$ cat config.mk
export PLATFORM = sky130hd
export DESIGN_NAME = xdma_finish_tracker
export DESIGN_NICKNAME = d
export VERILOG_FILES = /design/src/rtl/xdma_finish_tracker.sv
export SDC_FILE = /design/constraint.sdc
export NUM_CORES = 1
export LEC_CHECK = 0
export ABC_AREA = 1
export CORE_MARGIN = 2
export CORE_UTILIZATION = 45
export DETAILED_ROUTE_END_ITERATION = 12
export GPL_ROUTABILITY_DRIVEN = 0
export PLACE_DENSITY = 0.66
export SYNTH_ARGS = -nofsm -noshare
export SYNTH_HDL_FRONTEND = slang
export SYNTH_SLANG_ARGS = --single-unit
$ cat constraint.sdc
create_clock -name clk_i -period 2.5 [get_ports clk_i]
set_clock_uncertainty 0.15 [all_clocks]
set_input_delay 0.5 -clock clk_i [delete_from_list [all_inputs] [get_ports clk_i]]
set_output_delay 0.5 -clock clk_i [all_outputs]
set_load 0.05 [all_outputs]
$ cat src/rtl/xdma_finish_tracker.sv
// Tracks in-flight chained-DMA tasks from allocation until their finish has been
// reported to the frontend or forwarded to the previous hop.
module xdma_finish_tracker #(
  parameter int NumEntries    = 4,
  parameter int IdWidth       = 8,
  parameter int AddrWidth     = 64,
  parameter int TimeoutCycles = 0
) (
  input  logic                 clk_i,
  input  logic                 rst_ni,
  input  logic                 alloc_valid_i,
  output logic                 alloc_ready_o,
  input  logic [1:0]           alloc_role_i,
  input  logic [IdWidth-1:0]   alloc_id_i,
  input  logic [AddrWidth-1:0] alloc_addr_i,
  input  logic                 local_done_valid_i,
  input  logic [IdWidth-1:0]   local_done_id_i,
  input  logic                 from_remote_finish_valid_i,
  input  logic [IdWidth-1:0]   from_remote_finish_id_i,
  output logic                 from_remote_finish_ready_o,
  output logic                 to_remote_finish_valid_o,
  input  logic                 to_remote_finish_ready_i,
  output logic [AddrWidth-1:0] remote_addr_o,
  output logic [IdWidth-1:0]   to_remote_dma_id_o,
  output logic                 xdma_finish_o,
  output logic [IdWidth-1:0]   xdma_finish_id_o,
  output logic                 xdma_write_finish_o,
  output logic                 unmatched_o,
  output logic                 timeout_o,
  input  logic                 timeout_clear_i,
  output logic                 busy_o
);

  localparam int IdxW = (NumEntries > 1) ? $clog2(NumEntries) : 1;
  localparam int CntW = (TimeoutCycles > 0) ? $clog2(TimeoutCycles + 1) : 1;
  localparam logic [CntW-1:0] ToVal = CntW'(TimeoutCycles);

  typedef enum logic [2:0] {
    S_FREE, S_WAIT_LOCAL, S_WAIT_REMOTE, S_SEND_PREV, S_REPORT
  } state_e;

  localparam logic [1:0] R_READ     = 2'd0;
  localparam logic [1:0] R_FIRST_WR = 2'd1;
  localparam logic [1:0] R_MID_WR   = 2'd2;
  localparam logic [1:0] R_LAST_WR  = 2'd3;

  state_e                state_q [NumEntries];
  state_e                state_d [NumEntries];
  logic [1:0]            role_q  [NumEntries];
  logic [IdWidth-1:0]    id_q    [NumEntries];
  logic [AddrWidth-1:0]  addr_q  [NumEntries];
  logic [CntW-1:0]       cnt_q   [NumEntries];
  logic [CntW-1:0]       cnt_d   [NumEntries];
  logic                  flag_q  [NumEntries];
  logic                  flag_d  [NumEntries];

  logic            free_found, id_hit, rep_found, sp_found, any_busy, any_flag;
  logic [IdxW-1:0] free_idx, rep_idx, sp_idx, send_idx;
  logic            lock_vld_q;
  logic [IdxW-1:0] lock_idx_q;
  logic            send_pend, rep_fw, to_valid, send_hs, alloc_hs, remote_hit;

  // Priority selection on registered state only
  always_comb begin
    free_found = 1'b0;
    free_idx   = '0;
    id_hit     = 1'b0;
    rep_found  = 1'b0;
    rep_idx    = '0;
    sp_found   = 1'b0;
    sp_idx     = '0;
    any_busy   = 1'b0;
    any_flag   = 1'b0;
    for (int i = 0; i < NumEntries; i++) begin
      if (state_q[i] == S_FREE) begin
        if (!free_found) begin
          free_found = 1'b1;
          free_idx   = IdxW'(i);
        end
      end else begin
        any_busy = 1'b1;
        if (id_q[i] == alloc_id_i) id_hit = 1'b1;
      end
      if (state_q[i] == S_REPORT && !rep_found) begin
        rep_found = 1'b1;
        rep_idx   = IdxW'(i);
      end
      if (state_q[i] == S_SEND_PREV && !sp_found) begin
        sp_found = 1'b1;
        sp_idx   = IdxW'(i);
      end
      if (flag_q[i]) any_flag = 1'b1;
    end
  end

  // Once offered, the forwarded finish stays pinned to one entry until accepted
  assign send_idx  = lock_vld_q ? lock_idx_q : sp_idx;
  assign send_pend = lock_vld_q | sp_found;
  assign rep_fw    = rep_found && (role_q[rep_idx] == R_FIRST_WR);
  assign to_valid  = send_pend && !rep_fw;
  assign send_hs   = to_valid && to_remote_finish_ready_i;
  assign alloc_hs  = alloc_valid_i && alloc_ready_o;

  assign alloc_ready_o              = free_found && !id_hit;
  assign from_remote_finish_ready_o = 1'b1;
  assign to_remote_finish_valid_o   = to_valid;
  assign remote_addr_o              = to_valid ? addr_q[send_idx] : '0;
  assign to_remote_dma_id_o         = to_valid ? id_q[send_idx] : '0;
  assign xdma_finish_o              = rep_found;
  assign xdma_finish_id_o           = rep_found ? id_q[rep_idx] : '0;
  assign xdma_write_finish_o        = rep_fw || (send_hs && role_q[send_idx] == R_MID_WR);
  assign unmatched_o                = from_remote_finish_valid_i && !remote_hit;
  assign timeout_o                  = any_flag;
  assign busy_o                     = any_busy;

  always_comb begin
    remote_hit = 1'b0;
    for (int i = 0; i < NumEntries; i++) begin
      state_d[i] = state_q[i];
      cnt_d[i]   = cnt_q[i];
      flag_d[i]  = flag_q[i];
      case (state_q[i])
        S_FREE: begin
          if (alloc_hs && free_idx == IdxW'(i)) begin
            state_d[i] = (alloc_role_i == R_READ || alloc_role_i == R_LAST_WR) ?
                         S_WAIT_LOCAL : S_WAIT_REMOTE;
            cnt_d[i]   = '0;
          end
        end
        S_WAIT_LOCAL: begin
          if (local_done_valid_i && id_q[i] == local_done_id_i)
            state_d[i] = (role_q[i] == R_READ) ? S_REPORT : S_SEND_PREV;
        end
        S_WAIT_REMOTE: begin
          if (from_remote_finish_valid_i && id_q[i] == from_remote_finish_id_i) begin
            remote_hit = 1'b1;
            state_d[i] = (role_q[i] == R_FIRST_WR) ? S_REPORT : S_SEND_PREV;
          end
        end
        S_SEND_PREV: begin
          if (send_hs && send_idx == IdxW'(i)) state_d[i] = S_FREE;
        end
        S_REPORT: begin
          if (rep_idx == IdxW'(i)) state_d[i] = S_FREE;
        end
        default: state_d[i] = S_FREE;
      endcase
      if (TimeoutCycles > 0) begin
        if ((state_q[i] == S_WAIT_LOCAL || state_q[i] == S_WAIT_REMOTE) && cnt_q[i] != ToVal) begin
          cnt_d[i] = cnt_q[i] + CntW'(1);
          if (cnt_q[i] + CntW'(1) == ToVal) flag_d[i] = 1'b1;
        end
        if (timeout_clear_i) begin
          cnt_d[i]  = '0;
          flag_d[i] = 1'b0;
        end
      end
    end
  end

  always_ff @(posedge clk_i or negedge rst_ni) begin
    if (!rst_ni) begin
      lock_vld_q <= 1'b0;
      lock_idx_q <= '0;
      for (int i = 0; i < NumEntries; i++) begin
        state_q[i] <= S_FREE;
        role_q[i]  <= '0;
        id_q[i]    <= '0;
        addr_q[i]  <= '0;
        cnt_q[i]   <= '0;
        flag_q[i]  <= 1'b0;
      end
    end else begin
      if (send_hs) begin
        lock_vld_q <= 1'b0;
      end else if (to_valid) begin
        lock_vld_q <= 1'b1;
        lock_idx_q <= send_idx;
      end
      for (int i = 0; i < NumEntries; i++) begin
        state_q[i] <= state_d[i];
        cnt_q[i]   <= cnt_d[i];
        flag_q[i]  <= flag_d[i];
      end
      if (alloc_hs) begin
        role_q[free_idx] <= alloc_role_i;
        id_q[free_idx]   <= alloc_id_i;
        addr_q[free_idx] <= alloc_addr_i;
      end
    end
  end

endmodule

### After elaboration in Yosys (flattened, before gate mapping)

Index checks and enable logic that the tools add are counted.

* input port bits: 97
* register bits after elaboration: 311
* output and inout bits: 88
* logic and storage cells: 257

* equal/unequal tests: 64
* order comparisons: 4
* bitwise gates (word level): 5
* reductions and logical operators: 59
* muxes and demuxes: 107

Operators by type and width (count)
* 256-bit bitwise mux: 1
* 64-bit 2-to-1 mux: 4
* 64-bit binary-select mux with 2-bit select: 1
* 64-bit demux with 2-bit select: 1
* 8-bit == test: 12
* 3-bit 2-to-1 mux: 28
* 3-bit one-hot mux with 5 select lines: 4
* 8-bit 2-to-1 mux: 7
* 1-bit 2-to-1 mux: 38
* 8-bit binary-select mux with 2-bit select: 2
* 32-bit bitwise mux: 1
* 1-bit logical AND: 30
* 2-bit 2-to-1 mux: 15
* 3-bit by 2-bit == test with 1-bit output, second input constant: 8
* 2-bit by 1-bit != test with 1-bit output, second input constant: 12
* 5-bit AND reduction: 4
* 8-bit demux with 2-bit select: 1
* 2-bit by 1-bit == test with 1-bit output, second input constant: 8
* 2-bit == test, second input constant: 8
* 2-bit zero test: 8
* 2-bit != test, second input constant: 8
* 3-bit by 1-bit == test with 1-bit output, second input constant: 4
* 3-bit == test, second input constant: 4
* 3-bit zero test: 4
* 12 further kinds: 26

### Longest topological paths before layout

Gate-level depths: netlist of run 1.

* depth after elaboration: 23
* mapped depth: 15
* depth with buffers taken out: 14

### Least setup slack after synthesis of run 1

Ideal clock, no wire load.

* kind: flip-flop to output port
* from: reg state_q[9] (netlist bit)
* to: out xdma_finish_id_o[1]
* cell stages (with the launch flop): 8
* buffers on the path: 0
* required time: 1.850 ns
* path slack: -0.704 ns
* arrival time: 2.554 ns
* cells stage by stage: dfrtp_1 -> inv_1 -> nand3_2 -> nand3_2 -> nor2_1 -> inv_1 -> o21ai_0 -> a221oi_1

* elaborated cells between the ends (all ways): 19
* those cells by class: 1 x eq/ne; 11 x mux; 1 x bitwise; 6 x reduce/logical

RTL lines
* start: declaration: RTL line 47 `state_e state_q [NumEntries];`
* start signal: indexed assignment: RTL line 181 `state_q[i] <= state_d[i];`
* 3-bit == test *: RTL line 84 `if (state_q[i] == S_REPORT && !rep_found) begin`
* 1-bit 2-to-1 mux *: RTL line 84
* 1-bit zero test: RTL line 84
* 1-bit logical AND: RTL line 84
* 1-bit 2-to-1 mux *: RTL line 84
* 1-bit zero test: RTL line 84
* 1-bit logical AND: RTL line 84
* 1-bit 2-to-1 mux *: RTL line 84
* 1-bit zero test: RTL line 84
* 1-bit logical AND: RTL line 84
* 1-bit 2-to-1 mux *: RTL line 84
* net xdma_finish_o: RTL line 25 `output logic xdma_finish_o,`
* 8-bit 2-to-1 mux *: RTL line 110 `assign xdma_finish_id_o = rep_found ? id_q[rep_idx] : '0;`
* end: declaration: RTL line 26 `output logic [IdWidth-1:0] xdma_finish_id_o,`

The timed path passes the listed nets; every way through them passes the cells marked *. The select of a mux whose other input is x is not followed.

### Worst setup path in the final report of run 1

* from: reg state_q[0] (netlist bit)
* to: out to_remote_dma_id_o[2]

* word-level cells in the longest chain between the ends: 12
* elaborated cells between the ends (all ways): 23
* those cells by class: 3 x eq/ne; 12 x mux; 3 x bitwise; 5 x reduce/logical

Ends and longest elaborated chain
* 3-bit == test: RTL line 84
* 1-bit logical AND: RTL line 84
* 2-bit 2-to-1 mux: RTL line 84
* 2-bit NOT with 3-bit output (implied by the code): RTL line 99 `assign rep_fw = rep_found && (role_q[rep_idx] == R_FIRST_WR);`
* 2-bit binary-select mux with 2-bit select: RTL line 99
* 2-bit 2-to-1 mux (implied by the code) (2 in series): RTL line 99
* 2-bit by 1-bit == test with 1-bit output: RTL line 99
* 1-bit logical AND: RTL line 99
* 1-bit zero test: RTL line 100 `assign to_valid = send_pend && !rep_fw;`
* 1-bit logical AND: RTL line 100
* 8-bit 2-to-1 mux *: RTL line 108 `assign to_remote_dma_id_o = to_valid ? id_q[send_idx] : '0;`
* end: declaration: RTL line 24 `output logic [IdWidth-1:0] to_remote_dma_id_o,`

Every way passes the cells marked *; elsewhere a longest branch is shown, timed or not. The select of a mux whose other input is x is not followed.

==> results.sh, run 1 <==
export IMPL_core_mm2=0.0364
export IMPL_synth_compound_area_frac=0.220
export IMPL_tritoncts="done"
export IMPL_timing_fmax_ghz=0.308
export IMPL_finalWorstPathRequiredPeriod_ns=3.25
export IMPL_post_synth_top_count_cell="sky130_fd_sc_hd__nand2_1"
export IMPL_htree_levels=2
export IMPL_post_route_worst_setup_slack_ns=-0.751
export IMPL_synth_area_per_cell_um2=8.65
export IMPL_place_hpwl_um=34800
export IMPL_drv_max_cap_violation_count=0
export IMPL_violations="negative setup slack"
export IMPL_critPathKind="reg -> out"
export IMPL_drt_total_wl_um=54600
export IMPL_setup_viol_count_final=114
export IMPL_kind_of_capture_point_of_the_worst_setup_path="output pin"
export IMPL_number_of_buffers_created_by_cts=36
export IMPL_ioPinCount=185
export IMPL_worstPathRequired_ns=1.85
export IMPL_cts_max_path_buffers=3
export IMPL_finish_net_count=2374
export IMPL_route_antenna_remaining_nets=0
export IMPL_route_vias_total=15500
export IMPL_top_reg_cell_synth="sky130_fd_sc_hd__dfrtp_1"
export IMPL_die_h_um=196
export IMPL_post_synthesis_share_of_cell_area_spent_on_xor_and_xnor_gates=0.0148
export IMPL_die_area_mm2=0.0383
export IMPL_netlist_area_leader_share=0.470
export IMPL_grt_antenna_before_repair=0
export IMPL_placementRows=70
export IMPL_synth_top_family_by_area="compound AO/OA/AOI/OAI gates"
export IMPL_post_synth_edffs=0
export IMPL_path_clk_slew_ns=0.06
export IMPL_synth_nets=2011
export IMPL_maxSlewHeadroom=0.662
export IMPL_ff_latch_area_mm2=0.00779
export IMPL_report_final_slew_viol_count=0
export IMPL_skew_pair_late_insertion_delay_ns=0.51
export IMPL_grt_remaining_overflow=0
export IMPL_layout_worst_path_cycle_share=1.30
export IMPL_synthesis_yosys_warnings=0
export IMPL_multi_input_area_mm2=0.00945
export IMPL_drt_pass1_iter_count=6
export IMPL_utilization=0.699
export IMPL_commonest_cells_post_synth="535 x sky130_fd_sc_hd__nand2_1, 311 x sky130_fd_sc_hd__dfrtp_1, 160 x sky130_fd_sc_hd__o21ai_2"
export IMPL_outcome="complete, but fails checks"
export IMPL_clk_root_buffer_cell="sky130_fd_sc_hd__clkbuf_16"
export IMPL_layout_area_overhead_pct=53.8
export IMPL_viasPerCell=5.62
export IMPL_clock_sinks=311
export IMPL_post_synth_instance_area_mm2=0.0166
export IMPL_leading_post_synthesis_cells_by_cell_area="sky130_fd_sc_hd__dfrtp_1 47%, sky130_fd_sc_hd__nand2_1 12%, sky130_fd_sc_hd__o21ai_2 8.5%"
export IMPL_synth_top_cell_by_area="sky130_fd_sc_hd__dfrtp_1"
export IMPL_groute_usage_overall=0.274
export IMPL_synth_yosys_seq_area_share=0.470
export IMPL_initial_drc_count=1212
export IMPL_crit_path_max_fo=8
export IMPL_yosys_reg_bits=311
export IMPL_muxShareOfSynthArea=0
export IMPL_detail_route_wl_per_cell_um=19.7
export IMPL_post_route_cells_drive_above_1_share=0.427
export IMPL_number_of_global_route_vias_before_repair=15400
export IMPL_antenna_diode_instance_count=0
export IMPL_first_pass_grt_wire_length_um=83700
export IMPL_drcViolationCount=0
export IMPL_cp_start_kind="flip-flop"
export IMPL_io_buffer_count=181
export IMPL_worst_hold_path_type="reg -> reg"
export IMPL_setup_repair_after_global_routing_missed_its_margin="true"
export IMPL_synth_simple_gate_area_frac=0.199
export IMPL_worst_slew_pin_transition_ns=0.506
export IMPL_initial_core_util=0.454
export IMPL_post_synth_fa_ha_maj_area_fraction=0
export IMPL_fill_cells=2687
export IMPL_width_of_the_die_um=196
export IMPL_hold_viol_final=0
export IMPL_critical_path_arrival_ns=2.60
export IMPL_syn_inst=1914
export IMPL_synth_async_reset_ratio=1.00
export IMPL_ys_types=43
export IMPL_grt_max_degree=57
## flip-flops by register name, indices dropped and copies added (netlist names)
name        flops
lock_vld_q      1
addr_q        256
role_q          8
lock_idx_q      2
id_q           32
state_q        12
## metal layers
metal	track usage	vias to the layer above	share of wire
li1	-	7190	-
met1	0.368	7607	0.41
met5	0	-	0
met2	0.462	614	0.49
met4	0.0794	0	0.029
met3	0.0431	134	0.068
## cells by family after synthesis
kind of cell	after synthesis
and+or+nand+nor	747
buffers and inverters	292
xor gates and xnor gates	28
AOI/OAI and AO/OA	534
DFF	311
other	2
## cell usage in the layout, fill, tap and decap left out, types with 12 or more instances in the layout
| master | n |
|---|---|
| sky130_fd_sc_hd__nor3_1 | 14 |
| sky130_fd_sc_hd__nand2_4 | 27 |
| sky130_fd_sc_hd__o21ai_2 | 166 |
| sky130_fd_sc_hd__xor2_1 | 12 |
| sky130_fd_sc_hd__a22oi_2 | 61 |
| sky130_fd_sc_hd__buf_6 | 48 |
| sky130_fd_sc_hd__inv_1 | 134 |
| sky130_fd_sc_hd__nor3_4 | 12 |
| sky130_fd_sc_hd__a21oi_1 | 12 |
| sky130_fd_sc_hd__clkbuf_16 | 46 |
| sky130_fd_sc_hd__xnor2_1 | 16 |
| sky130_fd_sc_hd__nand3_1 | 13 |
| sky130_fd_sc_hd__clkdlybuf4s50_1 | 79 |
| sky130_fd_sc_hd__buf_4 | 144 |
| sky130_fd_sc_hd__o21ai_1 | 137 |
| sky130_fd_sc_hd__nand2_1 | 426 |
| sky130_fd_sc_hd__buf_16 | 17 |
| sky130_fd_sc_hd__dlygate4sd2_1 | 13 |
| sky130_fd_sc_hd__dfrtp_1 | 306 |
| sky130_fd_sc_hd__a31oi_4 | 64 |
| sky130_fd_sc_hd__inv_2 | 28 |
| sky130_fd_sc_hd__buf_12 | 120 |
| sky130_fd_sc_hd__o22ai_1 | 33 |
| sky130_fd_sc_hd__nor2_1 | 39 |
| sky130_fd_sc_hd__nand4_1 | 29 |
| sky130_fd_sc_hd__nand2_2 | 132 |
| sky130_fd_sc_hd__o21ai_0 | 27 |
## worst max-delay path: stages (launching register included)
cell	delay, ns
sky130_fd_sc_hd__dfrtp_1	0.40
sky130_fd_sc_hd__nand2_2	0.11
sky130_fd_sc_hd__buf_6	0.14
sky130_fd_sc_hd__o21ai_4	0.19
sky130_fd_sc_hd__nand2_2	0.10
sky130_fd_sc_hd__nand2_4	0.13
sky130_fd_sc_hd__nor2_4	0.07
sky130_fd_sc_hd__buf_12	0.15
sky130_fd_sc_hd__buf_12	0.14
sky130_fd_sc_hd__inv_12	0.08
sky130_fd_sc_hd__o22ai_4	0.07
sky130_fd_sc_hd__nor3_4	0.29
sky130_fd_sc_hd__buf_6	0.20
## path summary, 6_finish.rpt
path,startpoint,to,slack [ns],cells after the start
worst max-delay path,state_q[0],to_remote_dma_id_o[2],-0.75,12
worst min-delay path,addr_q[191],addr_q[191],0.33,2
worst max register to register,state_q[2],addr_q[62],-0.03,14
worst min register to register,addr_q[191],addr_q[191],0.33,2
max in group asynchronous,rst_ni,addr_q[105],1.11,3
min in group asynchronous,rst_ni,addr_q[209],0.35,2
## through the flow
step | hold slack [ns] | cells | setup WS (ns) | setup TNS (ns) | area, µm²
detailed placement | 0.318 | 2632 | -0.346 | -92.71 | 21700
floorplan | 0.0544 | 1914 | -0.265 | -0.796 | 17700
CTS | 0.332 | 2739 | -0.692 | -52.61 | 24300
finish | 0.332 | 2768 | -0.751 | -56.25 | 25500
global route | 0.343 | 2768 | -0.826 | -68.89 | 25500
global placement | 0.314 | 2632 | -0.326 | -89.13 | 21700
## layout make-up
type	instances	share of cell area
multi-input cells	1312	0.371
clock inverters	13	0.00403
repair buffers	441	0.227
clock buffers	48	0.0404
flip-flops and latches	311	0.306
well taps	468	0.0230
inverters	175	0.0285
## what timing repair did
| action | 4_1_cts | 5_1_grt |
|---|---|---|
| pin swaps | 79 | 71 |
| endpoints found under the setup margin | 134 | 104 |
| buffers inserted | 34 | 23 |
| gates cloned | 12 | 11 |
| endpoints found under the hold margin | 48 | 0 |
| hold buffers | 1 | 0 |
| gates resized for setup | 211 | 231 |
Power of run 1 is left out: the tool's default activity adds up to more than one toggle a clock period on the data nets, which glitch-free logic cannot reach.
==> run 2, diff against run 1 <==
--- a/config.mk
+++ b/config.mk
@@ -8,9 +8,11 @@
 export ABC_AREA = 1
 export CORE_MARGIN = 2
 export CORE_UTILIZATION = 45
+export CTS_BUF_LIST = sky130_fd_sc_hd__clkbuf_4
 export DETAILED_ROUTE_END_ITERATION = 12
 export GPL_ROUTABILITY_DRIVEN = 0
 export PLACE_DENSITY = 0.66
+export RECOVER_POWER = 25
 export SYNTH_ARGS = -nofsm -noshare
 export SYNTH_HDL_FRONTEND = slang
 export SYNTH_SLANG_ARGS = --single-unit
==> results.sh, run 2 (synthesis results as in run 1) <==
export IMPL_placed_cell_area_mm2=0.0217
export IMPL_skew_pair_late_insertion_delay_ns=0.75
export IMPL_cp_num_buf_inv=4
export IMPL_cp_cell_sequence="buf_6 -> inv_4 -> nand3_4 -> nand3_4 -> nor2_1 -> nor2_1 -> nand2_1 -> nand2_4 -> nand2_8 -> buf_16 -> nor3_4 -> buf_6"
export IMPL_setup_repair_after_global_routing_missed_its_margin="true"
export IMPL_initial_drc_count=1347
export IMPL_layout_worst_path_cycle_share=1.39
export IMPL_drt_total_wl_um=54900
export IMPL_clock_sinks=311
export IMPL_viasPerCell=5.61
export IMPL_cp_start_kind="flip-flop"
export IMPL_fin_area_mm2=0.0248
export IMPL_critical_path_arrival_ns=2.83
export IMPL_cp_slowest_stage_delay_ns=0.43
export IMPL_post_route_cells_drive_above_1_share=0.416
export IMPL_first_pass_grt_wire_length_um=84800
export IMPL_placementRows=70
export IMPL_worst_slew_pin_transition_ns=1.62
export IMPL_outcome="complete, but fails checks"
export IMPL_grt_max_degree=57
export IMPL_critPathSlowestCell="sky130_fd_sc_hd__dfrtp_1"
export IMPL_drt_pass1_iter_count=5
export IMPL_ioPinCount=185
export IMPL_detail_route_wl_per_cell_um=19.4
export IMPL_layout_area_overhead_pct=49.6
export IMPL_width_of_the_die_um=196
export IMPL_largest_reg_flops=256
export IMPL_finalWorstPathRequiredPeriod_ns=3.48
export IMPL_largest_register="addr_q"
export IMPL_htree_levels=3
export IMPL_maxSlewHeadroom=-0.0791
export IMPL_path_clk_slew_ns=0.07
export IMPL_clk_root_buffer_cell="sky130_fd_sc_hd__clkbuf_4"
export IMPL_path_delay_family="simple AND/OR/NAND/NOR gates"
export IMPL_violations="max-capacitance violations, max-slew violations, negative setup slack"
export IMPL_final_cell_mix="451 x sky130_fd_sc_hd__nand2_1, 308 x sky130_fd_sc_hd__dfrtp_1, 175 x sky130_fd_sc_hd__o21ai_2"
export IMPL_grt_antenna_before_repair=2
export IMPL_route_vias_total=15900
export IMPL_route_antenna_remaining_nets=0
export IMPL_drcViolationCount=0
export IMPL_grt_remaining_overflow=0
export IMPL_io_buffer_count=181
export IMPL_fill_cells=2787
export IMPL_post_route_worst_setup_slack_ns=-0.983
export IMPL_cts_max_path_buffers=3
export IMPL_setup_viol_count_final=377
export IMPL_report_final_slew_viol_count=53
export IMPL_core_mm2=0.0364
export IMPL_worstPathRequired_ns=1.85
export IMPL_die_h_um=196
export IMPL_finish_net_count=2408
export IMPL_worst_hold_path_type="in -> reg"
export IMPL_groute_usage_overall=0.279
export IMPL_crit_path_max_fo=6
export IMPL_final_cells=2835
export IMPL_dp_cells=2632
export IMPL_hold_viol_final=0
export IMPL_tritoncts="done"
export IMPL_place_hpwl_um=34800
export IMPL_number_of_global_route_vias_before_repair=15900
export IMPL_number_of_buffers_created_by_cts=85
export IMPL_drv_max_cap_violation_count=1
export IMPL_critPathKind="reg -> out"
export IMPL_kind_of_capture_point_of_the_worst_setup_path="output pin"
export IMPL_die_area_mm2=0.0383
export IMPL_timing_fmax_ghz=0.287
export IMPL_layout_commonest_cell="sky130_fd_sc_hd__nand2_1"
export IMPL_initial_core_util=0.454
export IMPL_reg_top3="addr_q x256, id_q x32, state_q x12"
[run 2: cell count changes in the layout (fill, tap and decap cells not counted), moves of 11 or more]
cell,previous run,this run
sky130_fd_sc_hd__a22oi_1,5,21
sky130_fd_sc_hd__a22oi_2,61,45
sky130_fd_sc_hd__clkbuf_16,46,7
sky130_fd_sc_hd__clkbuf_4,0,125
sky130_fd_sc_hd__clkdlybuf4s50_1,79,94
sky130_fd_sc_hd__clkinv_1,0,11
sky130_fd_sc_hd__dlygate4sd2_1,13,0
sky130_fd_sc_hd__nand2_1,426,451
sky130_fd_sc_hd__nand2_4,27,11
[run 2: routing by layer]
layer | share of wire | vias up | global-route usage
li1 | - | 7304 | -
met1 | 0.41 | 7798 | 0.368
met2 | 0.49 | 683 | 0.460
met3 | 0.071 | 127 | 0.0519
met4 | 0.029 | 0 | 0.107
met5 | 0 | - | 0
[run 2: worst paths after layout]
path,slack (ns),from,to,cells after the start
max reg2reg,-0.21,state_q[7],addr_q[209],16
max,-0.98,state_q[7],to_remote_dma_id_o[4],12
min in group asynchronous,0.57,rst_ni,addr_q[218],2
max in group asynchronous,0.26,rst_ni,addr_q[48],3
min reg2reg,0.33,addr_q[236],addr_q[236],2
min,0.24,alloc_addr_i[10],addr_q[74],3
[run 2: area by class of cell]
class	count	area (µm²)	area share
Multi-Input combinational cell	1312	9130	0.369
Sequential cell	311	7790	0.314
Timing Repair Buffer	426	5500	0.222
Clock buffer	123	923	0.0373
Inverter	175	704	0.0285
Tap cell	468	586	0.0236
Clock inverter	18	128	0.00515
Antenna cell	2	5.00	0.000202
[run 2: what timing repair did]
action | in CTS | in global routing
pin swaps | 73 | 35
gates cloned | 13 | 9
gates resized for setup | 197 | 129
setup buffers | 30 | 12
endpoints found under the setup margin | 136 | 161
endpoints found under the hold margin | 259 | 0
hold buffers | 1 | 0
[run 2: tightest hold or removal path, stage by stage]
cell,delay [ns]
sky130_fd_sc_hd__clkdlybuf4s50_1,0.39
sky130_fd_sc_hd__inv_1,0.13
sky130_fd_sc_hd__o21ai_2,0.07
[run 2: stage by stage]
| step | setup TNS (ns) | util | hold WS [ns] | setup WS (ns) |
|---|---|---|---|---|
| floorplan | -0.796 | - | 0.0544 | -0.265 |
| CTS | -75.19 | 0.665 | 0.128 | -0.966 |
| global route | -130.65 | 0.680 | 0.216 | -1.06 |
| detailed placement | -92.71 | 0.597 | 0.318 | -0.346 |
| global placement | -89.13 | 0.597 | 0.314 | -0.326 |
| finish | -92.77 | 0.680 | 0.243 | -0.983 |
Power of run 2 is left out for the same reason.
==> run 3, diff against run 2 <==
--- a/config.mk
+++ b/config.mk
@@ -7,11 +7,11 @@
 export LEC_CHECK = 0
 export ABC_AREA = 1
 export CORE_MARGIN = 2
-export CORE_UTILIZATION = 45
+export CORE_UTILIZATION = 50
 export CTS_BUF_LIST = sky130_fd_sc_hd__clkbuf_4
 export DETAILED_ROUTE_END_ITERATION = 12
 export GPL_ROUTABILITY_DRIVEN = 0
-export PLACE_DENSITY = 0.66
+export PLACE_DENSITY = 0.72
 export RECOVER_POWER = 25
 export SYNTH_ARGS = -nofsm -noshare
 export SYNTH_HDL_FRONTEND = slang
==> results.sh, run 3 (synthesis results as in run 1) <==
export IMPL_final_cells=2828
export IMPL_drv_max_cap_violation_count=1
export IMPL_largest_register="addr_q"
export IMPL_layout_area_overhead_pct=57.4
export IMPL_largest_reg_flops=256
export IMPL_hold_viol_final=0
export IMPL_finish_net_count=2440
export IMPL_timing_fmax_ghz=0.288
export IMPL_cts_max_path_buffers=3
export IMPL_final_cell_mix="401 x sky130_fd_sc_hd__nand2_1, 305 x sky130_fd_sc_hd__dfrtp_1, 185 x sky130_fd_sc_hd__o21ai_2"
export IMPL_setup_viol_count_final=379
export IMPL_htree_levels=3
export IMPL_drt_pass1_iter_count=7
export IMPL_skew_pair_late_insertion_delay_ns=0.75
export IMPL_layout_worst_path_cycle_share=1.39
export IMPL_detailroute_wirelength_met3_um=5200
export IMPL_die_area_mm2=0.0346
export IMPL_grt_remaining_overflow=0
export IMPL_drcViolationCount=0
export IMPL_depth_of_the_worst_register_to_register_path=15
export IMPL_viasPerCell=5.86
export IMPL_worst_hold_path_type="in -> reg"
export IMPL_ff_latch_area_mm2=0.00779
export IMPL_critPathKind="reg -> out"
export IMPL_path_delay_family="buffers and inverters"
export IMPL_first_pass_grt_wire_length_um=80500
export IMPL_clock_sinks=311
export IMPL_die_h_um=186
export IMPL_path_clk_slew_ns=0.08
export IMPL_cp_cell_sequence="nand3_4 -> nand2_1 -> nand2_4 -> nand2_4 -> nand2_8 -> buf_6 -> nor2_4 -> buf_6 -> buf_12 -> clkbuf_16 -> nand2_4 -> a31oi_4 -> buf_12"
export IMPL_route_vias_total=16600
export IMPL_maxSlewHeadroom=-0.0900
export IMPL_kind_of_capture_point_of_the_worst_setup_path="output pin"
export IMPL_number_of_global_route_vias_before_repair=15600
export IMPL_met1Wirelength_um=22800
export IMPL_critical_path_arrival_ns=2.82
export IMPL_detail_route_wl_per_cell_um=21.0
export IMPL_utilization=0.801
export IMPL_cp_startpoint="state_q[4]"
export IMPL_post_route_worst_setup_slack_ns=-0.974
export IMPL_drt_total_wl_um=59500
export IMPL_route_antenna_remaining_nets=0
export IMPL_report_final_slew_viol_count=56
export IMPL_cp_slowest_stage_delay_ns=0.41
export IMPL_finalWorstPathRequiredPeriod_ns=3.47
export IMPL_width_of_the_die_um=186
export IMPL_groute_usage_overall=0.297
export IMPL_rrSetupSlack_ns=-0.18
export IMPL_timing_hold_worst_endpoint="addr_q[70]"
export IMPL_crit_path_max_fo=5
export IMPL_min_from="alloc_addr_i[6]"
export IMPL_placementRows=66
export IMPL_layout_commonest_cell="sky130_fd_sc_hd__nand2_1"
export IMPL_timing_rr_end="addr_q[241]"
export IMPL_clk_root_buffer_cell="sky130_fd_sc_hd__clkbuf_4"
export IMPL_critPathSlowestCell="sky130_fd_sc_hd__dfrtp_1"
export IMPL_grt_max_degree=73
export IMPL_setup_repair_after_global_routing_missed_its_margin="true"
export IMPL_fill_cells=1901
export IMPL_tritoncts="done"
export IMPL_worst_slew_pin_transition_ns=1.63
export IMPL_ioPinCount=185
export IMPL_post_route_cells_drive_above_1_share=0.460
export IMPL_io_buffer_count=181
export IMPL_max_layer_used="met4"
export IMPL_number_of_buffers_created_by_cts=83
export IMPL_initial_drc_count=1751
export IMPL_core_mm2=0.0325
export IMPL_critical_path_reg2reg_startpoint="state_q[8]"
export IMPL_worstPathRequired_ns=1.85
export IMPL_place_hpwl_um=33700
export IMPL_timing_hold_worst_path_depth=3
export IMPL_violations="max-capacitance violations, max-slew violations, negative setup slack"
export IMPL_initial_core_util=0.509
export IMPL_dp_cells=2615
export IMPL_outcome="complete, but fails checks"
export IMPL_cp_num_buf_inv=5
export IMPL_crit_top_cell="sky130_fd_sc_hd__nand2_4"
export IMPL_reg_top3="addr_q x256, id_q x32, state_q x12"
export IMPL_cp_start_kind="flip-flop"
export IMPL_grt_antenna_before_repair=1
export IMPL_wl_met2_um=28800
export IMPL_multi_input_area_mm2=0.00965
## run 3: cell count changes in the layout (fill, tap and decap cells not counted), sizes merged, moves of 2 or more
cell	previous run	this run
buf	319	327
bufbuf	2	0
bufinv	2	0
clkbuf	133	152
inv	178	176
## run 3: area by class of cell
class,instances,share of cell area
diodes,1,0.0000961
clock buffers,115,0.0331
clock inverters,12,0.00211
inverters,175,0.0268
multi-input cells,1313,0.371
flip-flops and latches,311,0.299
well taps,442,0.0212
repair buffers,459,0.247
## run 3: worst max-delay path by stage
stage | to | slack, ns | cells after the start
floorplan | xdma_finish_id_o[1] | -0.26 | 7
global placement | unmatched_o | -0.32 | 9
detailed placement | to_remote_dma_id_o[3] | -0.32 | 11
CTS | remote_addr_o[2] | -0.99 | 14
global route | remote_addr_o[12] | -1.08 | 13
finish | remote_addr_o[12] | -0.97 | 13
## run 3: what timing repair did
item | in CTS | in global routing
gates cloned | 11 | 35
pin swaps | 45 | 97
hold endpoints to repair | 201 | 0
endpoints found under the setup margin | 115 | 243
hold buffers | 1 | 0
gates resized for setup | 112 | 358
buffers inserted | 16 | 26
## run 3: worst min-delay path: cells and delay by family
family / cells / cell delay, ns
AOI/OAI and AO/OA: 1 / 0.07
buffers and inverters: 2 / 0.50
## run 3: per-layer routing
layer / vias to the layer above / track usage
met5: - / 0
met4: 0 / 0.105
met3: 229 / 0.0558
met2: 955 / 0.488
met1: 7995 / 0.396
li1: 7380 / -
## run 3: per-stage QoR
stage | instance area, µm² | hold WS (ns) | worst slack [ns] | setup TNS (ns)
floorplan | 17700 | 0.0544 | -0.265 | -0.796
global placement | 22000 | 0.314 | -0.319 | -76.85
detailed placement | 22000 | 0.317 | -0.319 | -84.19
CTS | 23800 | 0.101 | -0.994 | -78.63
global route | 26100 | 0.212 | -1.08 | -141.27
finish | 26100 | 0.236 | -0.974 | -103.19
Power of run 3 is left out for the same reason.
